==> src/rtl/rip_fetch.sv <==
`default_nettype none
// ============================================================================
// Module   : rip_fetch
// Brief    : Instruction fetch stage. Issues in-order word fetches to imem,
//            buffers the returned words and hands one per cycle to rip_decode.
// Revision : 1.0
// ============================================================================
module rip_fetch #(
    parameter logic [31:0] RESET_PC = 32'h0000_0000,
    parameter int          DEPTH    = 2
) (
    input  logic        clk,
    input  logic        rst,
    output logic        imem_req,
    output logic [31:0] imem_addr,
    input  logic        imem_ready,
    input  logic        imem_rvalid,
    input  logic [31:0] imem_rdata,
    input  logic        pc_update,
    input  logic [31:0] pc_target,
    input  logic        ex_stall,
    output logic        de_ready,
    output logic [31:0] inst_code,
    output logic [31:0] if_pc
);

    localparam int          CW      = $clog2(DEPTH + 1);
    localparam int          PW      = $clog2(DEPTH);
    // Late responses can pile up across back-to-back redirects, so the
    // discard counter is a couple of bits wider than the credit counters.
    localparam int          DW      = CW + 2;
    localparam logic [CW:0] C_DEPTH = (CW + 1)'(DEPTH);
    localparam logic [31:0] C_NOP   = 32'h0000_0013;

    logic [31:0]   r_pc;
    logic [CW-1:0] r_out;
    logic [CW-1:0] r_occ;
    logic [DW-1:0] r_discard;
    logic [PW-1:0] r_head;
    logic [PW-1:0] r_tail;
    logic [PW-1:0] r_tag_wr;
    logic [PW-1:0] r_tag_rd;
    logic [31:0]   r_buf_data [DEPTH];
    logic [31:0]   r_buf_pc   [DEPTH];
    logic [31:0]   r_tag      [DEPTH];

    logic w_accept;
    logic w_push;
    logic w_drop;
    logic w_pop;
    logic w_unused_tgt;

    function automatic logic [PW-1:0] f_inc(input logic [PW-1:0] p);
        return (p == PW'(DEPTH - 1)) ? '0 : p + PW'(1);
    endfunction

    assign w_unused_tgt = ^pc_target[1:0];

    assign imem_req  = !rst && !pc_update &&
                       (({1'b0, r_out} + {1'b0, r_occ}) < C_DEPTH);
    assign imem_addr = r_pc;
    assign w_accept  = imem_req && imem_ready;
    assign w_push    = imem_rvalid && (r_discard == '0);
    assign w_drop    = imem_rvalid && (r_discard != '0);

    assign de_ready  = (r_occ != '0) && !ex_stall && !pc_update;
    assign w_pop     = de_ready;
    assign inst_code = de_ready ? r_buf_data[r_head] : C_NOP;
    assign if_pc     = de_ready ? r_buf_pc[r_head]   : 32'h0000_0000;

    always_ff @(posedge clk) begin
        if (rst) begin
            r_pc      <= RESET_PC;
            r_out     <= '0;
            r_occ     <= '0;
            r_discard <= '0;
            r_head    <= '0;
            r_tail    <= '0;
            r_tag_wr  <= '0;
            r_tag_rd  <= '0;
        end else if (pc_update) begin
            // Everything in flight becomes stale; a response arriving now is
            // already accounted for and is simply not counted again.
            r_pc      <= {pc_target[31:2], 2'b00};
            r_out     <= '0;
            r_occ     <= '0;
            r_discard <= r_discard + DW'(r_out) - DW'(imem_rvalid);
            r_head    <= '0;
            r_tail    <= '0;
            r_tag_wr  <= '0;
            r_tag_rd  <= '0;
        end else begin
            if (w_accept) begin
                r_pc     <= r_pc + 32'd4;
                r_tag_wr <= f_inc(r_tag_wr);
            end
            if (w_push) begin
                r_tag_rd <= f_inc(r_tag_rd);
                r_tail   <= f_inc(r_tail);
            end
            if (w_pop) begin
                r_head <= f_inc(r_head);
            end
            if (w_drop) begin
                r_discard <= r_discard - DW'(1);
            end
            r_out <= r_out + CW'(w_accept) - CW'(w_push);
            r_occ <= r_occ + CW'(w_push) - CW'(w_pop);
        end
    end

    always_ff @(posedge clk) begin
        if (w_accept) begin
            r_tag[r_tag_wr] <= r_pc;
        end
        if (w_push) begin
            r_buf_data[r_tail] <= imem_rdata;
            r_buf_pc[r_tail]   <= r_tag[r_tag_rd];
        end
    end

endmodule
`default_nettype wire

==> config.mk <==
export PLATFORM = sky130hd
export DESIGN_NAME = rip_fetch
export DESIGN_NICKNAME = d
export VERILOG_FILES = /design/src/rtl/rip_fetch.sv
export SDC_FILE = /design/constraint.sdc
export NUM_CORES = 1
export LEC_CHECK = 0
export ABC_AREA = 1
export BUFFER_PORTS_ARGS = -buffer_cell sky130_fd_sc_hd__buf_2
export CORE_ASPECT_RATIO = 1.75
export CORE_MARGIN = 2
export CORE_UTILIZATION = 45
export DETAILED_ROUTE_END_ITERATION = 6
export PLACE_DENSITY_LB_ADDON = 0.25
export RECOVER_POWER = 25
export SETUP_SLACK_MARGIN = 0.3
export SYNTH_ARGS = -nofsm -noshare
export SYNTH_HDL_FRONTEND = slang
export SYNTH_SLANG_ARGS = --single-unit
export TNS_END_PERCENT = 30
==> constraint.sdc <==
create_clock -name clk -period 13.54 [get_ports clk]
set_input_delay 1.354 -clock clk [delete_from_list [all_inputs] [get_ports clk]]
set_output_delay 1.354 -clock clk [all_outputs]
set_load 0.03 [all_outputs]
# Word level (Yosys, flattened, before mapping)
# Memories as Yosys holds them, arrays and structs flattened. A register that Yosys moved wholly into a read port is not among the register bits.
# Index checks and enable logic that the tools add are counted.
[word_totals]
wordCells = 62
ram_bits = 192
regBits = 44
mem_count = 3
input_bits = 70
output_inout_bits = 98
[classes]
n_mux = 20
n_reduce_logical = 16
magnitude_cmp = 1
n_addsub = 13
[memory_table]
columns = ["memory", "words", "width", "read_ports", "rd_ports_with_merged_regs", "write_ports", "line", "source"]
rows = [
  ["r_buf_data", 2, 32, 1, 1, 1, "43", "logic [31:0] r_buf_data [DEPTH];"],
  ["r_buf_pc", 2, 32, 1, 1, 1, "44", "logic [31:0] r_buf_pc [DEPTH];"],
  ["r_tag", 2, 32, 1, 1, 1, "45", "logic [31:0] r_tag [DEPTH];"],
]
[op_table]
columns = ["op", "n"]
rows = [
  ["32-bit two-way mux", 4],
  ["32-bit by 3-bit adder with 32-bit output, second input constant", 1],
  ["1-bit two-way mux", 14],
  ["4-bit two-way mux", 2],
  ["1-bit logical AND", 7],
  ["2-bit nonzero test", 3],
  ["1-bit adder, second input constant", 4],
  ["2-bit by 1-bit adder with 2-bit output", 2],
  ["4-bit by 2-bit adder with 4-bit output", 1],
  ["4-bit logical NOT", 1],
  ["4-bit nonzero test", 1],
  ["2-bit by 1-bit subtractor with 2-bit output", 2],
  ["4-bit by 1-bit subtractor with 4-bit output", 1],
  ["4-bit by 1-bit subtractor with 4-bit output, second input constant", 1],
  ["2-bit by 2-bit adder with 3-bit output", 1],
  ["1-bit logical NOT", 3],
  ["3-bit by 2-bit less-than comparator with 1-bit output, second input constant", 1],
  ["2-bit OR reduction", 1],
]

# Longest topological paths before layout
# Gate-level depths: netlist (run 1).
[depth]
ltp_word = 6
ltp_mapped = 12

# Least setup slack after synthesis (run 1)
# Ideal clock, no wire load.
[synth_path]
path_kind = "in2reg"
start = "input imem_rvalid"
end = "memory r_buf_data[1][0], enable pin"
path_stages = 4
required_ps = 13056
n_path_buf = 0
arrival_ps = 4528
setup_slack_ps = 8528
setup_time_ps = 484
path_cell_list = "inv_1 -> nor3_1 -> inv_1 -> nor2_1"
[synth_between]
elab_chain_cells = 3
[synth_lines]
columns = ["item", "line", "source"]
rows = [
  ["start, declared", "17", "input logic imem_rvalid,"],
  ["1-bit logical AND", "63", "assign w_push = imem_rvalid && (r_discard == '0);"],
  ["net w_push", "48", "logic w_push;"],
  ["1-bit two-way mux", "116", "if (w_push) begin"],
  ["1-bit two-way mux (implied by the code)", "117", "r_buf_data[r_tail] <= imem_rdata;"],
  ["end, declared", "43", ""],
]
# The timed path passes the listed nets, and every way through them passes these cells.

# Worst setup path in the final report (run 1)
[layout_path]
start = "input pc_update"
end = "output if_pc[8]"
[layout_between]
elab_chain_cells = 3
[layout_lines]
columns = ["item", "line", "source"]
rows = [
  ["start, declared", "19", "input logic pc_update,"],
  ["1-bit logical NOT", "66", "assign de_ready = (r_occ != '0) && !ex_stall && !pc_update;"],
  ["1-bit logical AND", "66", ""],
  ["32-bit two-way mux", "69", "assign if_pc = de_ready ? r_buf_pc[r_head] : 32'h0000_0000;"],
  ["end, declared", "24", "output logic [31:0] if_pc"],
]
# Every way passes these cells.

==> flow_metrics.tcl, run 1 <==
set metrics [dict create \
    clock_latency_ns 0.50 \
    worstSetupPathType "input port to output port" \
    ys.flop_type "edfxtp_1" \
    r2r.worst_path.cells 7 \
    ys_seq_area_share_pct 65.9 \
    numPortBuffers 161 \
    outcome "finished with violations" \
    crit_fanout 62 \
    dpl-instance-area_sq_um 10700 \
    rsz0062_at_grt "false" \
    setup_viol 0 \
    fmax_ghz 0.188 \
    drtPass1Iterations 5 \
    synthCells 904 \
    cts_tree "yes" \
    worst_pin_slew_ns 1.67 \
    numCtsBuffers 21 \
    setup-tns-final_ns 0 \
    gp_congestion 0.920 \
    top_level_ports 168 \
    drt_wl_total_mm 21.2 \
    power.leakage_nw 4.53 \
    die_w_um 115 \
    vdd_drop_max_v 0.000106 \
    design_area_sq_um 11400 \
    hold_path.class "register to register" \
    diodes 0 \
    clkPwrFrac_pct 36.8 \
    yosys.area.top_type "edfxtp_1" \
    whs_path_depth 1 \
    grt_pass1_vias 6599 \
    p_int_mw 1.20 \
    pwr-share-comb_pct 10.7 \
    synth_area_sq_um 9720 \
    cts_setup_buffers 0 \
    switching_share_pct 24.1 \
    nets 1142 \
    seqPwrFrac_pct 52.5 \
    synth_top_area_share_pct 56.8 \
    async_flop_share_pct 0 \
    area_delta_synth_final_pct 17.2 \
    maxSlewViolCount 31 \
    switchingPower_uw 382 \
    grt_pass1_wl_mm 33.0 \
    grt_use_total_pct 18.5 \
    num_rows 71 \
    clock-sinks 228 \
    violations "max-capacitance violations, max-slew violations" \
    grt_max_degree 64 \
    core_area_sq_um 21300 \
    worstPathArrival_ns 3.96 \
    finalHoldViolCount 0 \
    place_hpwl_mm 13.9 \
    start_kind "input port" \
    slew_headroom_pct -11.1 \
    rrSetupSlack_ns 10.77 \
    num_vias 6696 \
    ant_nets 0 \
    synth_seq_cells 228 \
    syn_avg_cell_area_sq_um 10.8 \
    cp-end-kind "output port" \
    die-area_sq_um 22800 \
    die_y_um 198 \
    hp-start "r_tag_rd$_SDFFE_PP0P_" \
    wl_per_cell_um 16.0 \
    dpl.cell_count 1289 \
    cts_buffer_depth 3 \
    htree_levels 1 \
    ctsResizeCount 0 \
    ys_warn_count 0 \
    pre_cts_ws_ns 8.17 \
    period_share_pct 39.2 \
    skew_ns 0.00973 \
    initial_core_util_pct 45.6 \
    clk_pin_slew_worst_paths_ns 0.06 \
    cap_viol_max_count 1 \
    via_per_inst 5.05 \
    first_iter_violations 299 \
    finish.utilization_pct 53.4 \
    grt_overflow 0 \
    required_ns 12.19 \
    rr_startpoint "r_discard[2]$_SDFFE_PP0P_" \
    r2r-end "r_buf_pc[0][24]$_DFFE_PP_" \
    synth.area.top_cells "edfxtp_1 (57%), nand2_1 (10%), dfxtp_1 (9.1%)" \
    antenna_found_initial 0 \
    stdcell_count 1326 \
    drc 0 \
    drive_above_1_share_pct 21.8 \
    cts_root_buffer "clkbuf_16" \
    yosysUniqueCellTypes 34 \
    postCtsHoldBufs 0 \
    fin_crit_ns 5.31 \
    setup_ws_ns 8.23 \
    synth_edf_count 184 \
    p_per_area_nw_per_um2 139 \
]
placed cells by master, fill, tap and decap left out, types with 5 or more instances in the layout:
master / n
xor2_1: 10
nor2_2: 7
ha_1: 13
mux2_2: 30
a31oi_1: 7
inv_1: 72
o21ai_0: 24
clkbuf_16: 21
dfxtp_1: 43
a21oi_1: 90
nor2_1: 43
xnor2_1: 7
nand3_1: 38
nor2_4: 5
edfxtp_1: 184
nand2_1: 266
clkbuf_1: 20
buf_2: 147
synth_stat cells (6+ instances only):
cell,number
inv_1,72
nor2_1,47
clkbuf_1,26
a31oi_1,7
o21ai_0,24
edfxtp_1,184
a21oi_1,90
nor2_2,7
xor2_1,10
mux2_2,30
buf_4,6
dfxtp_1,44
nand2_1,266
ha_1,13
xnor2_1,7
nand3_1,38
worst max-delay path, cell delays in order:
cell	delay, ns
buf_2	0.31
nor3_2	0.88
inv_2	0.72
a21oi_1	0.42
buf_2	0.26
worst max-delay path by stage:
stage | start | endpoint | slack, ns | depth (start not counted)
after global routing | pc_update | inst_code[27] | 8.10 | 5
after detailed placement | pc_update | if_pc[8] | 8.17 | 5
after CTS | pc_update | if_pc[8] | 8.16 | 5
after global placement | pc_update | if_pc[8] | 8.15 | 5
final | pc_update | if_pc[8] | 8.23 | 5
after floorplan | imem_rvalid | r_buf_data[1][0]$_DFFE_PP_ | 8.53 | 4
registers in the layout, summed over array words and instances (netlist names), named ones only:
name        flops
r_discard       4
r_tail          1
r_out           2
r_occ           2
r_buf_data     64
imem_addr      30
r_tag          60
r_tag_wr        1
r_head          1
r_buf_pc       60
r_tag_rd        1
area by class of cell:
class,count,area (sq um)
inverters,77,289
repair buffers,165,815
fillers,1901,9930
multi-input cells,564,2890
clock buffers,28,572
flip-flops and latches,228,6410
well taps,255,319
clock inverters,9,100
per-layer routing:
layer  routed length [um]  part of all wire, %  GRT usage, %  vias to the layer above
met1                 8120                   38          20.8                     3122
met3                 1070                  5.1          2.71                       42
li1                     -                    -             -                     3342
met2                11300                   53          34.5                      190
met4                  717                  3.4          7.68                        0
met5                    0                    0             0                        -
power groups by stage:
stage | logic (mW) | clock network (mW) | registers [mW]
floorplan | 0.111 | 0 | 0.856
detailed placement | 0.173 | 0 | 0.849
global route | 0.192 | 0.623 | 0.838
global placement | 0.168 | 0 | 0.847
CTS | 0.174 | 0.597 | 0.834
finish | 0.170 | 0.583 | 0.833
metrics by stage:
stage,hold slack (ns),power [mW]
final,0.464,1.59
after global routing,0.492,1.65
after CTS,0.457,1.60
after detailed placement,0.446,1.02
after global placement,0.435,1.02
after floorplan,0.425,0.967
cells by family after synthesis:
logic type,share of synthesized area [%]
other,0.0386
flip-flops,65.9
buffers and inverters,4.81
AND/OR/NAND/NOR,15.5
XOR/XNOR,1.53
AO/OA/AOI/OAI,6.63
adder cells (fa/ha/maj),2.08
multiplexers,3.47
(Power assumes the default switching activity.)
==> inputs of run 2 (changes only) <==
clock period = 4.3 ns   (was 13.54 ns; I/O delays follow)
==> run 2 against run 1 <==
The run still ends with max-capacitance violations, max-slew violations left. Non-clock buffer count increased by 3. Flip-flop and latch count unchanged. Final cell count increased by 0.45%. First-iteration DRC count increased by 37%. Critical path type is now register to output port.
==> flow_metrics.tcl, run 2 (same netlist as run 1, synthesis figures left out) <==
set metrics [dict create \
    outcome "finished with violations" \
    violations "max-capacitance violations, max-slew violations" \
    worstPathArrival_ns 2.73 \
    first_iter_violations 409 \
    power.leakage_nw 4.59 \
    rr_startpoint "r_discard[0]$_SDFFE_PP0P_" \
    dr_wl_met3_um 849 \
    nets 1146 \
    p_total_mw 5.14 \
    htree_levels 1 \
    ctsResizeCount 0 \
    setup-tns-final_ns 0 \
    dpl.cell_count 1292 \
    vdd_drop_max_v 0.000336 \
    r2r.worst_path.cells 7 \
    drtPass1Iterations 4 \
    grt_pass1_vias 6527 \
    via_per_inst 5.05 \
    fmax_ghz 0.317 \
    top_register "r_buf_data" \
    drt_wl_total_mm 20.9 \
    cp-end-kind "output port" \
    cap_viol_max_count 1 \
    grt_pass1_wl_mm 32.6 \
    r2r-end "r_buf_pc[0][30]$_DFFE_PP_" \
    hp-start "imem_rdata[17]" \
    worst_pin_slew_ns 1.66 \
    whs_path_depth 1 \
    met1_length_mm 8.18 \
    core_area_sq_um 21300 \
    ant_nets 0 \
    grt_use_total_pct 18.2 \
    slew_headroom_pct -10.4 \
    required_ns 3.87 \
    diodes 0 \
    finalHoldViolCount 0 \
    clock-sinks 228 \
    die-area_sq_um 22800 \
    cts_tree "yes" \
    period_share_pct 73.5 \
    top_layer_used "met4" \
    top_level_ports 168 \
    top_regs "r_buf_data x64, r_buf_pc x60, r_tag x60" \
    num_vias 6725 \
    grt_overflow 0 \
    final_common_cell "nand2_1" \
    area_delta_synth_final_pct 18.4 \
    postCtsHoldBufs 0 \
    startpoint "r_occ[1]$_SDFF_PP0_" \
    worstSetupPathType "register to output port" \
    largest_reg_flops 64 \
    numPortBuffers 161 \
    clock_latency_ns 0.49 \
    cts_buffer_depth 3 \
    cts_root_buffer "clkbuf_16" \
    skew_ns 0.00901 \
    die_y_um 198 \
    place_hpwl_mm 14.1 \
    hold_end "r_buf_data[0][17]$_DFFE_PP_" \
    start_kind "register" \
    numCtsBuffers 22 \
    drive_above_1_share_pct 22.4 \
    num_rows 71 \
    rsz0062_at_grt "false" \
    initial_core_util_pct 45.6 \
    wl_per_cell_um 15.7 \
    drc 0 \
    met2_length_mm 11.2 \
    p_per_area_nw_per_um2 447 \
    die_w_um 115 \
    finish.utilization_pct 54.0 \
    crit_fanout 37 \
    setup_viol 0 \
    cts_setup_buffers 0 \
    antenna_found_initial 0 \
    fin_crit_ns 3.16 \
    stdcell_count 1332 \
    rrSetupSlack_ns 1.40 \
    clk_pin_slew_worst_paths_ns 0.06 \
    maxSlewViolCount 31 \
    holdWs_ns 0.124 \
    layout_common_cells "nand2_1 (266), edfxtp_1 (184), buf_2 (148), a21oi_1 (90), inv_1 (72)" \
    grt_max_degree 63 \
    gp_congestion 0.891 \
    hold_path.class "input port to register" \
]
[run 2: layer usage]
layer / up-vias / track usage (%)
met5: - / 0
met4: 0 / 7.41
met3: 44 / 2.38
met2: 171 / 33.9
met1: 3151 / 20.6
li1: 3359 / -
[run 2: worst max path at each step]
| stage | end | slack [ns] |
|---|---|---|
| after global placement | inst_code[14] | 1.13 |
| after floorplan | r_buf_data[0][0]$_DFFE_PP_ | 0.08 |
| after detailed placement | if_pc[15] | 1.08 |
| final | if_pc[11] | 1.14 |
| after global routing | inst_code[18] | 0.91 |
| after CTS | if_pc[15] | 1.00 |
[run 2: power breakdown]
group	leakage, nW	total [mW]	internal [mW]	switching, mW
registers	2.05	2.62	2.55	0.0685
clock network	0.366	1.98	1.18	0.796
logic	2.17	0.543	0.188	0.356
total	4.59	5.14	3.92	1.22
[run 2: area by class of cell]
cell class              count  area [sq um]
fillers                  1867          9810
flip-flops and latches    228          6410
multi-input cells         564          2880
repair buffers            168           863
clock buffers              28           604
well taps                 255           319
inverters                  77           289
clock inverters            12           146
[run 2: per-stage QoR]
stage	setup slack (ns)	area, sq um
floorplan	0.0778	9740
global placement	1.13	10800
detailed placement	1.08	10800
CTS	1.00	11500
global route	0.908	11500
finish	1.14	11500
[run 2: worst max-delay path: stages, from the launching register on]
cell	delay [ns]
dfxtp_1	0.39
nor2_1	0.07
nor3_2	0.51
inv_2	0.47
buf_4	0.36
a21oi_1	0.18
buf_2	0.22
==> inputs of run 3 (changes only) <==
clock period = 2.8 ns   (was 4.3 ns; I/O delays follow)
==> run 3 against run 2 <==
The flow still finishes with violations (max-capacitance violations, max-slew violations). Utilization grew 1.6 points. Count of clock-buffer cells in the layout grew 5. Register-to-register slack lost 0.91 ns. Via count grew 2.6%. Setup slack lost 0.74 ns. Critical path type unchanged. Largest cell class unchanged.
==> flow_metrics.tcl, run 3 (same netlist as run 1, synthesis figures left out) <==
set metrics [dict create \
    hold_path.class "input port to register" \
    wl_per_cell_um 15.7 \
    place_hpwl_mm 14.6 \
    clock_latency_ns 0.50 \
    die_w_um 115 \
    die-area_sq_um 22800 \
    period_share_pct 85.6 \
    vdd_drop_max_v 0.000463 \
    grt_overflow 0 \
    die_y_um 198 \
    violations "max-capacitance violations, max-slew violations" \
    worstSetupPathType "register to output port" \
    top_register "r_buf_data" \
    rsz0062_at_grt "false" \
    largest_reg_flops 64 \
    grt_use_total_pct 18.7 \
    layout_common_cells "nand2_1 (266), edfxtp_1 (184), buf_2 (143), a21oi_1 (90), inv_1 (72)" \
    clk_pin_slew_worst_paths_ns 0.06 \
    drc 0 \
    required_ns 2.52 \
    area_delta_synth_final_pct 21.9 \
    diodes 0 \
    skew_ns 0.0124 \
    rrSetupSlack_ns 0.49 \
    cts_setup_buffers 0 \
    antenna_found_initial 0 \
    p_per_area_nw_per_um2 655 \
    crit_slowest_cell "dfxtp_1" \
    clock-sinks 228 \
    finish.utilization_pct 55.6 \
    num_rows 71 \
    numPortBuffers 161 \
    cts_buffer_depth 3 \
    slew_headroom_pct -18.9 \
    fin_crit_ns 2.40 \
    top_regs "r_buf_data x64, r_buf_pc x60, r_tag x60" \
    num_vias 6900 \
    power.leakage_nw 4.73 \
    cp-end-kind "output port" \
    finalHoldViolCount 0 \
    grt_max_degree 64 \
    path_cells "nor2_1, nor3_2, buf_4, inv_2, buf_4, a21oi_1, buf_2" \
    numCtsBuffers 21 \
    first_iter_violations 269 \
    cp_top_family "buffers and inverters" \
    cp_num_buf_inv 4 \
    via_per_inst 5.03 \
    grt_pass1_vias 6906 \
    core_area_sq_um 21300 \
    stdcell_count 1372 \
    initial_core_util_pct 45.6 \
    top_level_ports 168 \
    fmax_ghz 0.417 \
    path_common_cell "buf_4" \
    cap_viol_max_count 1 \
    gp_congestion 0.885 \
    ant_nets 0 \
    dpl.cell_count 1302 \
    worst_pin_slew_ns 1.78 \
    crit_fanout 48 \
    start_kind "register" \
    maxSlewViolCount 31 \
    drtPass1Iterations 5 \
    drt_wl_total_mm 21.6 \
    cts_root_buffer "clkbuf_16" \
    drive_above_1_share_pct 21.6 \
    htree_levels 1 \
    outcome "finished with violations" \
    grt_pass1_wl_mm 33.5 \
    cts_tree "yes" \
    final_common_cell "nand2_1" \
    critPathMaxStageDelay_ns 0.38 \
    nets 1187 \
    setup_viol 0 \
    worstPathArrival_ns 2.12 \
]
## run 3: cell count changes in the layout (fill, tap and decap cells not counted), moves of 2 or more
cell,change
buf_4,+8
clkinv_2,-3
clkbuf_8,+3
clkbuf_16,-2
buf_2,-5
clkinv_4,-2
clkbuf_1,+10
dlygate4sd3_1,+32
## run 3: metrics by stage
| stage | setup WS (ns) | power, mW | setup TNS (ns) | cell area, sq um | hold WS (ns) |
|---|---|---|---|---|---|
| after floorplan | -0.127 | 4.67 | -7.60 | 9750 | 0.379 |
| after global placement | 0.570 | 4.93 | 0 | 10900 | 0.431 |
| after detailed placement | 0.563 | 4.97 | 0 | 10900 | 0.448 |
| after CTS | 0.354 | 7.85 | 0 | 11900 | 0.0334 |
| after global routing | 0.302 | 8.11 | 0 | 11900 | 0.0507 |
| final | 0.403 | 7.77 | 0 | 11900 | 0.0533 |
## run 3: final cells by class
class / instances / area [sq um]
multi-input combinational: 564 / 2890
tap: 255 / 319
sequential: 228 / 6410
fill: 1848 / 9460
inverter: 77 / 289
timing repair buffer: 210 / 1260
clock buffer: 33 / 611
clock inverter: 5 / 81.3
## run 3: repair_timing
action                                  in CTS  in global routing
hold buffers                                32                  0
endpoints found under the setup margin      12                  0
resized for setup                            1                  0
hold endpoints to repair                    64                  0
## run 3: worst register-to-register path: stages, from the launching register on
cell and delay (ns):
dfxtp_1 0.30, clkbuf_1 1.27, mux2_2 0.50
## run 3: power by group
| group | internal (mW) | total [mW] | switching (mW) |
|---|---|---|---|
| clock | 1.69 | 2.85 | 1.17 |
| combinational | 0.331 | 0.888 | 0.557 |
| sequential | 3.92 | 4.03 | 0.107 |
| total | 5.94 | 7.77 | 1.83 |
## run 3: worst paths after layout
path                                       startpoint                          to  depth (start not counted)
worst max-delay path              r_occ[1]$_SDFF_PP0_                   if_pc[31]                          7
worst min-delay path                    pc_target[12]  imem_addr[12]$_SDFFE_PP0P_                          3
worst max register to register               register   r_buf_pc[1][15]$_DFFE_PP_                          2
worst min register to register  r_tag_rd$_SDFFE_PP0P_                    register                          1
## run 3: layer usage
layer	GRT usage, %	share of wire [%]
met1	20.5	38
met4	8.34	3.7
met2	35.2	54
met5	0	0
met3	2.62	4.2
